`config.mk`:
```
export PLATFORM = sky130hd
export DESIGN_NAME = vending_ctrl_param_flat
export DESIGN_NICKNAME = d
export VERILOG_FILES = /design/src/rtl/vending_ctrl_param_pkg.sv /design/src/rtl/vending_ctrl_param_if.sv /design/src/rtl/vending_ctrl_param_change_dispenser.sv /design/src/rtl/vending_ctrl_param.sv /design/src/flat_wrapper.sv
export SDC_FILE = /design/constraint.sdc
export NUM_CORES = 1
export LEC_CHECK = 0
export BUFFER_PORTS_ARGS = -buffer_cell sky130_fd_sc_hd__buf_2
export CORE_UTILIZATION = 44
export CTS_BUF_LIST = sky130_fd_sc_hd__clkbuf_8
export CTS_CLUSTER_DIAMETER = 100
export DETAILED_ROUTE_END_ITERATION = 6
export GPL_TIMING_DRIVEN = 0
export PLACE_DENSITY = 0.66
export SLEW_MARGIN = 20
export SYNTH_ARGS = -nofsm -noshare
export SYNTH_HDL_FRONTEND = slang
export SYNTH_HIERARCHICAL = 1
export SYNTH_SLANG_ARGS = --single-unit
```
`constraint.sdc`:
```
create_clock -name clk -period 6.25 [get_ports clk]
set_clock_uncertainty 0.1 [all_clocks]
set_input_delay 0.3125 -clock clk [delete_from_list [all_inputs] [get_ports clk]]
set_output_delay 0.3125 -clock clk [all_outputs]
set_load 0.005 [all_outputs]
```
`src/rtl/vending_ctrl_param_pkg.sv`:
```
// Shared types and constants for the parametrised vending controller.
// Latency: none (declarations only).
// Backpressure: none (declarations only).
package vending_ctrl_param_pkg;

  typedef enum logic [1:0] {
    IDLE    = 2'd0,
    COLLECT = 2'd1,
    VEND    = 2'd2,
    CHANGE  = 2'd3
  } state_t;

  localparam int COIN5_VAL  = 5;
  localparam int COIN10_VAL = 10;

  // Value of the coins pulsed this cycle; both together are worth 15.
  function automatic logic [3:0] coin_sum(input logic c5, input logic c10);
    logic [3:0] s;
    s = 4'd0;
    if (c5)  s = s + 4'(COIN5_VAL);
    if (c10) s = s + 4'(COIN10_VAL);
    return s;
  endfunction

endpackage

```
`src/rtl/vending_ctrl_param_if.sv`:
```
// Front-end / hopper signal bundle of the vending controller.
// Latency: none (wiring only).
// Backpressure: hopper_ready qualifies chg5/chg10; everything else is pulse based.
interface vending_ctrl_param_if #(
  parameter int SEL_W    = 2,
  parameter int CREDIT_W = 8
);
  logic                coin5;
  logic                coin10;
  logic                sel_valid;
  logic [SEL_W-1:0]    sel;
  logic                cancel;
  logic                hopper_ready;
  logic                vend_valid;
  logic [SEL_W-1:0]    vend_id;
  logic                chg5;
  logic                chg10;
  logic                coin_reject;
  logic                sel_err;
  logic [CREDIT_W-1:0] credit;
  logic                busy;

  // Front end and hopper driver side.
  modport master (
    output coin5, coin10, sel_valid, sel, cancel, hopper_ready,
    input  vend_valid, vend_id, chg5, chg10, coin_reject, sel_err, credit, busy
  );

  // Controller side.
  modport slave (
    input  coin5, coin10, sel_valid, sel, cancel, hopper_ready,
    output vend_valid, vend_id, chg5, chg10, coin_reject, sel_err, credit, busy
  );
endinterface

```
`src/rtl/vending_ctrl_param_change_dispenser.sv`:
```
// Pays a loaded amount out as 10/5 coins, largest first, one coin per hopper beat.
// Latency: first coin offered the cycle after load; one coin per hopper_ready cycle.
// Backpressure: hopper_ready low holds the remaining amount indefinitely.
module vending_ctrl_param_change_dispenser
  import vending_ctrl_param_pkg::*;
#(
  parameter int CREDIT_W = 8
) (
  input  logic                clk,
  input  logic                rst_n,
  input  logic                load,
  input  logic [CREDIT_W-1:0] amount,
  input  logic                hopper_ready,
  output logic                chg5,
  output logic                chg10,
  output logic                done,
  output logic [CREDIT_W-1:0] remaining
);

  localparam logic [CREDIT_W-1:0] FIVE = CREDIT_W'(COIN5_VAL);
  localparam logic [CREDIT_W-1:0] TEN  = CREDIT_W'(COIN10_VAL);

  logic [CREDIT_W-1:0] rem;
  logic [CREDIT_W-1:0] step;
  logic                pay;
  logic                big;

  // The coin choice comes from the register, but the strobe is qualified by
  // hopper_ready in the same cycle so a coin is never offered to a busy hopper.
  assign pay       = (rem != '0) && hopper_ready;
  assign big       = (rem >= TEN);
  assign step      = big ? TEN : FIVE;
  assign chg10     = pay && big;
  assign chg5      = pay && !big;
  assign done      = pay && (rem <= step);
  assign remaining = rem;

  // Remaining-amount register: loaded once, then drained one coin per beat.
  always_ff @(posedge clk or negedge rst_n) begin
    if (!rst_n) begin
      rem <= '0;
    end else if (load) begin
      rem <= amount;
    end else if (pay) begin
      rem <= (rem <= step) ? '0 : rem - step;
    end
  end

endmodule

```
`src/rtl/vending_ctrl_param.sv`:
```
// Coin vending controller: accumulates 5/10 credit, vends NUM_PROD priced products, pays change.
// Latency: every response pulse is registered, one cycle after the input pulse.
// Backpressure: only the change hopper stalls (hopper_ready); coins while busy are rejected.
module vending_ctrl_param
  import vending_ctrl_param_pkg::*;
#(
  parameter int                          NUM_PROD    = 4,
  parameter int                          SEL_W       = 2,
  parameter int                          CREDIT_W    = 8,
  parameter logic [NUM_PROD*CREDIT_W-1:0] PRICES     = {8'd20, 8'd15, 8'd10, 8'd5},
  parameter int                          CREDIT_MAX  = 50,
  parameter int                          TIMEOUT_CYC = 1000
) (
  input logic                 clk,
  input logic                 rst_n,
  vending_ctrl_param_if.slave bus
);

  localparam logic [CREDIT_W-1:0] CMAX  = CREDIT_W'(CREDIT_MAX);
  localparam int                  CNT_W = (TIMEOUT_CYC > 1) ? $clog2(TIMEOUT_CYC) : 1;
  localparam logic [CNT_W-1:0]    CNT_LAST = CNT_W'((TIMEOUT_CYC > 0) ? TIMEOUT_CYC - 1 : 0);

  // Parameter sanity: reject price tables the coin set cannot pay or exceed the ceiling.
  if (NUM_PROD < 2 || (1 << SEL_W) < NUM_PROD) begin : g_bad_sel
    $error("vending_ctrl_param: NUM_PROD/SEL_W combination is invalid");
  end
  for (genvar i = 0; i < NUM_PROD; i++) begin : g_price_chk
    localparam int P = int'(PRICES[i*CREDIT_W +: CREDIT_W]);
    if (P == 0 || (P % COIN5_VAL) != 0 || P > CREDIT_MAX) begin : g_bad_price
      $error("vending_ctrl_param: price %0d of product %0d is invalid", P, i);
    end
  end

  state_t              state, state_nxt;
  logic [CREDIT_W-1:0] credit_q, credit_nxt;
  logic [CNT_W-1:0]    idle_cnt, idle_cnt_nxt;
  logic                vend_valid_q, vend_valid_nxt;
  logic [SEL_W-1:0]    vend_id_q, vend_id_nxt;
  logic                coin_reject_q, coin_reject_nxt;
  logic                sel_err_q, sel_err_nxt;
  logic                busy_q;

  logic [CREDIT_W-1:0] price;
  logic [CREDIT_W-1:0] coin_add;
  logic                any_coin;
  logic                coins_fit;
  logic                sel_ok;
  logic                timeout_hit;

  logic                load;
  logic                done;
  logic [CREDIT_W-1:0] remaining;

  assign any_coin    = bus.coin5 | bus.coin10;
  assign coin_add    = CREDIT_W'(coin_sum(bus.coin5, bus.coin10));
  // Headroom form avoids wrap-around when credit sits near the ceiling.
  assign coins_fit   = (coin_add <= (CMAX - credit_q));
  assign sel_ok      = ({1'b0, bus.sel} < (SEL_W+1)'(NUM_PROD));
  assign timeout_hit = (TIMEOUT_CYC != 0) && (idle_cnt == CNT_LAST);

  // Price lookup for the selected product; out-of-range indices read as zero.
  always_comb begin
    price = '0;
    for (int i = 0; i < NUM_PROD; i++) begin
      if (bus.sel == SEL_W'(i)) price = PRICES[i*CREDIT_W +: CREDIT_W];
    end
  end

  // Change and refund share one dispenser; it always starts from the held credit.
  vending_ctrl_param_change_dispenser #(
    .CREDIT_W (CREDIT_W)
  ) u_dispenser (
    .clk          (clk),
    .rst_n        (rst_n),
    .load         (load),
    .amount       (credit_q),
    .hopper_ready (bus.hopper_ready),
    .chg5         (bus.chg5),
    .chg10        (bus.chg10),
    .done         (done),
    .remaining    (remaining)
  );

  // Next-state, credit and response-pulse decode.
  always_comb begin
    state_nxt       = state;
    credit_nxt      = credit_q;
    idle_cnt_nxt    = '0;
    vend_valid_nxt  = 1'b0;
    vend_id_nxt     = '0;
    coin_reject_nxt = 1'b0;
    sel_err_nxt     = 1'b0;
    load            = 1'b0;
    case (state)
      IDLE: begin
        sel_err_nxt = bus.sel_valid;
        if (any_coin) begin
          if (coins_fit) begin
            credit_nxt = credit_q + coin_add;
            state_nxt  = COLLECT;
          end else begin
            coin_reject_nxt = 1'b1;
          end
        end
      end
      COLLECT: begin
        if (bus.cancel) begin
          coin_reject_nxt = any_coin;
          load            = 1'b1;
          credit_nxt      = '0;
          state_nxt       = CHANGE;
        end else if (bus.sel_valid) begin
          coin_reject_nxt = any_coin;
          if (!sel_ok || credit_q < price) begin
            sel_err_nxt = 1'b1;
          end else begin
            credit_nxt     = credit_q - price;
            vend_valid_nxt = 1'b1;
            vend_id_nxt    = bus.sel;
            state_nxt      = VEND;
          end
        end else if (any_coin) begin
          if (coins_fit) credit_nxt = credit_q + coin_add;
          else           coin_reject_nxt = 1'b1;
        end else if (timeout_hit) begin
          load       = 1'b1;
          credit_nxt = '0;
          state_nxt  = CHANGE;
        end else if (TIMEOUT_CYC != 0) begin
          idle_cnt_nxt = idle_cnt + 1'b1;
        end
      end
      VEND: begin
        coin_reject_nxt = any_coin;
        if (credit_q != '0) begin
          load       = 1'b1;
          credit_nxt = '0;
          state_nxt  = CHANGE;
        end else begin
          state_nxt = IDLE;
        end
      end
      CHANGE: begin
        coin_reject_nxt = any_coin;
        if (done) state_nxt = IDLE;
      end
      default: state_nxt = IDLE;
    endcase
  end

  // State, credit, idle counter and registered response pulses.
  always_ff @(posedge clk or negedge rst_n) begin
    if (!rst_n) begin
      state         <= IDLE;
      credit_q      <= '0;
      idle_cnt      <= '0;
      vend_valid_q  <= 1'b0;
      vend_id_q     <= '0;
      coin_reject_q <= 1'b0;
      sel_err_q     <= 1'b0;
      busy_q        <= 1'b0;
    end else begin
      state         <= state_nxt;
      credit_q      <= credit_nxt;
      idle_cnt      <= idle_cnt_nxt;
      vend_valid_q  <= vend_valid_nxt;
      vend_id_q     <= vend_id_nxt;
      coin_reject_q <= coin_reject_nxt;
      sel_err_q     <= sel_err_nxt;
      busy_q        <= (state_nxt == VEND) || (state_nxt == CHANGE);
    end
  end

  assign bus.vend_valid  = vend_valid_q;
  assign bus.vend_id     = vend_id_q;
  assign bus.coin_reject = coin_reject_q;
  assign bus.sel_err     = sel_err_q;
  assign bus.busy        = busy_q;
  // While paying out, the held credit lives in the dispenser.
  assign bus.credit      = (state == CHANGE) ? remaining : credit_q;

endmodule

```
`src/flat_wrapper.sv`:
```
// flat-port wrapper written by rule: the top's interface ports become plain ports
module vending_ctrl_param_flat import vending_ctrl_param_pkg::*;
#(
  parameter int                          NUM_PROD    = 4,
  parameter int                          SEL_W       = 2,
  parameter int                          CREDIT_W    = 8,
  parameter logic [NUM_PROD*CREDIT_W-1:0] PRICES     = {8'd20, 8'd15, 8'd10, 8'd5},
  parameter int                          CREDIT_MAX  = 50,
  parameter int                          TIMEOUT_CYC = 1000
)
  (clk, rst_n, bus_coin5, bus_coin10, bus_sel_valid, bus_sel, bus_cancel, bus_hopper_ready, bus_vend_valid, bus_vend_id, bus_chg5, bus_chg10, bus_coin_reject, bus_sel_err, bus_credit, bus_busy);
  vending_ctrl_param_if #(.SEL_W(SEL_W), .CREDIT_W(CREDIT_W)) bus_i ();
  input logic clk;
  input logic rst_n;
  input wire logic [$bits(bus_i.coin5)-1:0] bus_coin5;
  input wire logic [$bits(bus_i.coin10)-1:0] bus_coin10;
  input wire logic [$bits(bus_i.sel_valid)-1:0] bus_sel_valid;
  input wire logic [$bits(bus_i.sel)-1:0] bus_sel;
  input wire logic [$bits(bus_i.cancel)-1:0] bus_cancel;
  input wire logic [$bits(bus_i.hopper_ready)-1:0] bus_hopper_ready;
  output wire logic [$bits(bus_i.vend_valid)-1:0] bus_vend_valid;
  output wire logic [$bits(bus_i.vend_id)-1:0] bus_vend_id;
  output wire logic [$bits(bus_i.chg5)-1:0] bus_chg5;
  output wire logic [$bits(bus_i.chg10)-1:0] bus_chg10;
  output wire logic [$bits(bus_i.coin_reject)-1:0] bus_coin_reject;
  output wire logic [$bits(bus_i.sel_err)-1:0] bus_sel_err;
  output wire logic [$bits(bus_i.credit)-1:0] bus_credit;
  output wire logic [$bits(bus_i.busy)-1:0] bus_busy;
  assign bus_i.coin5 = bus_coin5;
  assign bus_i.coin10 = bus_coin10;
  assign bus_i.sel_valid = bus_sel_valid;
  assign bus_i.sel = bus_sel;
  assign bus_i.cancel = bus_cancel;
  assign bus_i.hopper_ready = bus_hopper_ready;
  assign bus_vend_valid = bus_i.vend_valid;
  assign bus_vend_id = bus_i.vend_id;
  assign bus_chg5 = bus_i.chg5;
  assign bus_chg10 = bus_i.chg10;
  assign bus_coin_reject = bus_i.coin_reject;
  assign bus_sel_err = bus_i.sel_err;
  assign bus_credit = bus_i.credit;
  assign bus_busy = bus_i.busy;
  vending_ctrl_param #(.NUM_PROD(NUM_PROD), .SEL_W(SEL_W), .CREDIT_W(CREDIT_W), .PRICES(PRICES), .CREDIT_MAX(CREDIT_MAX), .TIMEOUT_CYC(TIMEOUT_CYC)) u_core (.clk(clk), .rst_n(rst_n), .bus(bus_i));
endmodule
```
==> impl_metrics.json <==
{
  "synth_flop_cell": "dfrtp_1",
  "drv_cap": 0,
  "cts-htree-levels": 2,
  "grt_pass1_wl_um": 12500,
  "ctsRootBufferMaster": "clkbuf_8",
  "die_y_um": 83.73,
  "rsz0062_at_grt": "no",
  "dieArea_um2": 7011,
  "ant_nets": 0,
  "worstHoldPathType": "primary input to asynchronous set/reset pin",
  "coreArea_um2": 6386,
  "cp.arrival_ns": 3.18,
  "antenna_found_initial": 0,
  "place.gp.congestion": 0.8913,
  "yosysTopAreaCell": "dfrtp_1",
  "clk_pin_slew_ns": 0.08,
  "p_total_uw": 1714,
  "worstMarginPinSlew_ns": 0.7917,
  "globalRoute.totalOverflow": 0,
  "timing.reg2reg.setup_slack_ns": 3.15,
  "grt_pass1_vias": 2556,
  "cts_hold_buffers": 0,
  "fin_hold_ws_ns": -0.002261,
  "synth_edf_count": 0,
  "first_pass_iters": 4,
  "netlist_area_um2": 2939,
  "fin_nets": 398,
  "p_per_area_nw_per_um2": 520.6,
  "grt_max_degree": 35,
  "io-pin-count": 25,
  "postCtsSetupBuffers": 0,
  "end_kind": "flop",
  "fmaxAchievable_ghz": 0.3223,
  "cts_resized": 0,
  "wirelength_um": 7185,
  "initial_core_util_pct": 46.02,
  "period_needed_ns": 3.102,
  "ir_drop_mv": 0.3282,
  "setup_viol": 0,
  "fillerInstances": 621,
  "tns_ns": 0,
  "seq_area_frac_synth_pct": 28.95,
  "wire_per_inst_um": 16.44,
  "seq_area_um2": 850.8,
  "port_buffers": 23,
  "violations": "hold timing",
  "synth-seq-cells": 34,
  "status": "finished, violations left",
  "placed_area_um2": 3151,
  "crit_fanout": 11,
  "async_reset_ff_share_pct": 100.0,
  "critical_path_class": "flop to flop",
  "synthesis.yosys.warnings": 6,
  "grt_usage_pct": 21.95,
  "pre_cts_ws_ns": 3.170,
  "cts_max_path_buffers": 2,
  "post-route-period-util_pct": 49.64,
  "final-max-slew-violation-count": 0,
  "final_hold_viol_count": 2,
  "relSlewSlack_pct": 47.22,
  "worstSkewPairLatency_ns": 0.29,
  "avgSynthCellArea_um2": 8.933,
  "areaGrowthSynthToFinish_pct": 12.05,
  "drive_gt1_share_pct": 16.11,
  "diodes": 0,
  "synth_area_leaders": "dfrtp_1, ha_1, a21oi_1",
  "multi_input_area_um2": 1929,
  "cts_buffers": 5,
  "die_w_um": 83.73,
  "design_area_um2": 3293,
  "power.leakage_uw": 0.001496,
  "drt-initial-drc-count": 157,
  "dp_hpwl_um": 5509,
  "drc": 0,
  "cts_sinks": 34,
  "via_count": 2574,
  "syn-instance-count": 329,
  "netlist.area_leader.share_pct": 28.95,
  "cp.required_ns": 6.33,
  "syn_nets": 368,
  "rows": 29,
  "ys_types": 69,
  "setup_ws_ns": 3.148,
  "worst_setup_path_start_kind": "flop",
  "viasPerCell": 5.890,
  "cts_tree": "yes"
}
==> worst max-delay path, stage by stage (launching register included) <==
cell	delay (ns)
dfrtp_1	0.61
inv_1	0.13
ha_1	0.31
ha_1	0.30
and4_1	0.15
or4_1	0.48
a31oi_2	0.26
and2_1	0.16
buf_4	0.15
o41ai_1	0.09
a22o_1	0.23
==> layout by cell type, fill, tap and decap left out, types with 3 or more instances in the layout <==
master and instances:
nor2_1 28, nor3b_1 4, or3_1 4, a21oi_1 29
dfrtp_1 34, nor2b_1 4, inv_1 18, a31oi_1 3
o21ai_0 23, fa_1 3, clkbuf_8 6, o31a_1 3
and3_1 4, or4_1 3, nor4_1 3, xor2_1 7
buf_6 4, nor3_1 9, and2_1 3, buf_2 23
nand2_1 22, buf_4 4, o2bb2ai_1 3, o21ai_1 4
o21a_1 5, ha_1 27, o31ai_1 3, mux2_2 4
xnor2_1 7, a211oi_1 3, a21o_1 3, nand3_1 10
==> state kept, by name, summed over array words and instances (netlist names) <==
signal and flops:
u_core/bus.busy 1, u_core/idle_cnt 10, u_core/bus.sel_err 1, u_core/bus.vend_valid 1, u_core/bus.coin_reject 1, u_core/credit_q 8
u_core/state 2, u_core/u_dispenser/remaining 8, u_core/bus.vend_id 2
==> path summary, 6_finish.rpt <==
path	startpoint	depth (start not counted)	endpoint
setup / recovery	u_core/credit_q[1]	10	u_core/credit_q[4]
hold / removal	rst_n	1	u_core/u_dispenser/remaining[1]
setup reg to reg	u_core/credit_q[1]	10	u_core/credit_q[4]
hold reg to reg	u_core/idle_cnt[0]	1	u_core/idle_cnt[0]
max in group asynchronous	rst_n	1	u_core/bus.vend_id[1]
min in group clk	bus_sel_valid	3	u_core/bus.sel_err
==> metal layers <==
metal / vias up / global-route usage (%) / routed length, µm
met1: 1217 / 30.98 / 3474
li1: 1286 / - / -
met3: 8 / 4.055 / 377
met5: - / 0 / 0
met2: 63 / 34.74 / 3273
met4: 0 / 5.393 / 60
==> kinds of logic after synthesis <==
group / synth area share, %
simple gates: 21.29
compound gates: 24.78
flops: 28.95
fa+ha+maj: 13.54
buf+inv: 5.406
xor+xnor: 4.172
mux: 1.873
==> synth_stat cells (all sizes together), types with 2 or more instances <==
cell type	n
nor2b	4
o31a	3
inv	18
a32oi	2
o21a	5
nor4	3
a311oi	2
a22o	2
buf	8
and3	4
a211oi	4
or3	5
o31ai	4
ha	27
mux2	4
nand2	22
nor4b	2
o41ai	2
or4	3
a21o	4
nor2	28
a31oi	4
o21ai	27
nand2b	2
nor3b	4
a22oi	2
and2	3
nand4b	2
dfrtp	34
a21oi	30
nand3	11
xor2	7
nor3	10
fa	3
nand4	2
xnor2	7
o2bb2ai	3
clkbuf	2
o32ai	2
==> layout make-up <==
class                      instances  area share, %
multi-input combinational        266          58.59
clock inverter                     2          1.824
buffer                            11          2.774
timing repair buffer              23          3.495
tap                               77          2.926
inverter                          18          2.052
clock buffer                       6          2.508
sequential                        34          25.84
==> report_power, final <==
group          internal [µW]  total [µW]  switching [µW]
sequential               286         380            93.6
combinational            465        1080             612
clock                    170         257            86.8
total                    922        1710             793
==> stage by stage <==
stage | cells | util, %
CTS | 437 | 51.57
floorplan | 329 | -
detailed placement | 429 | 49.33
global placement | 429 | 49.33
finish | 437 | 51.57
global route | 437 | 51.57
No activity file was read; power rests on OpenSTA's default activity.
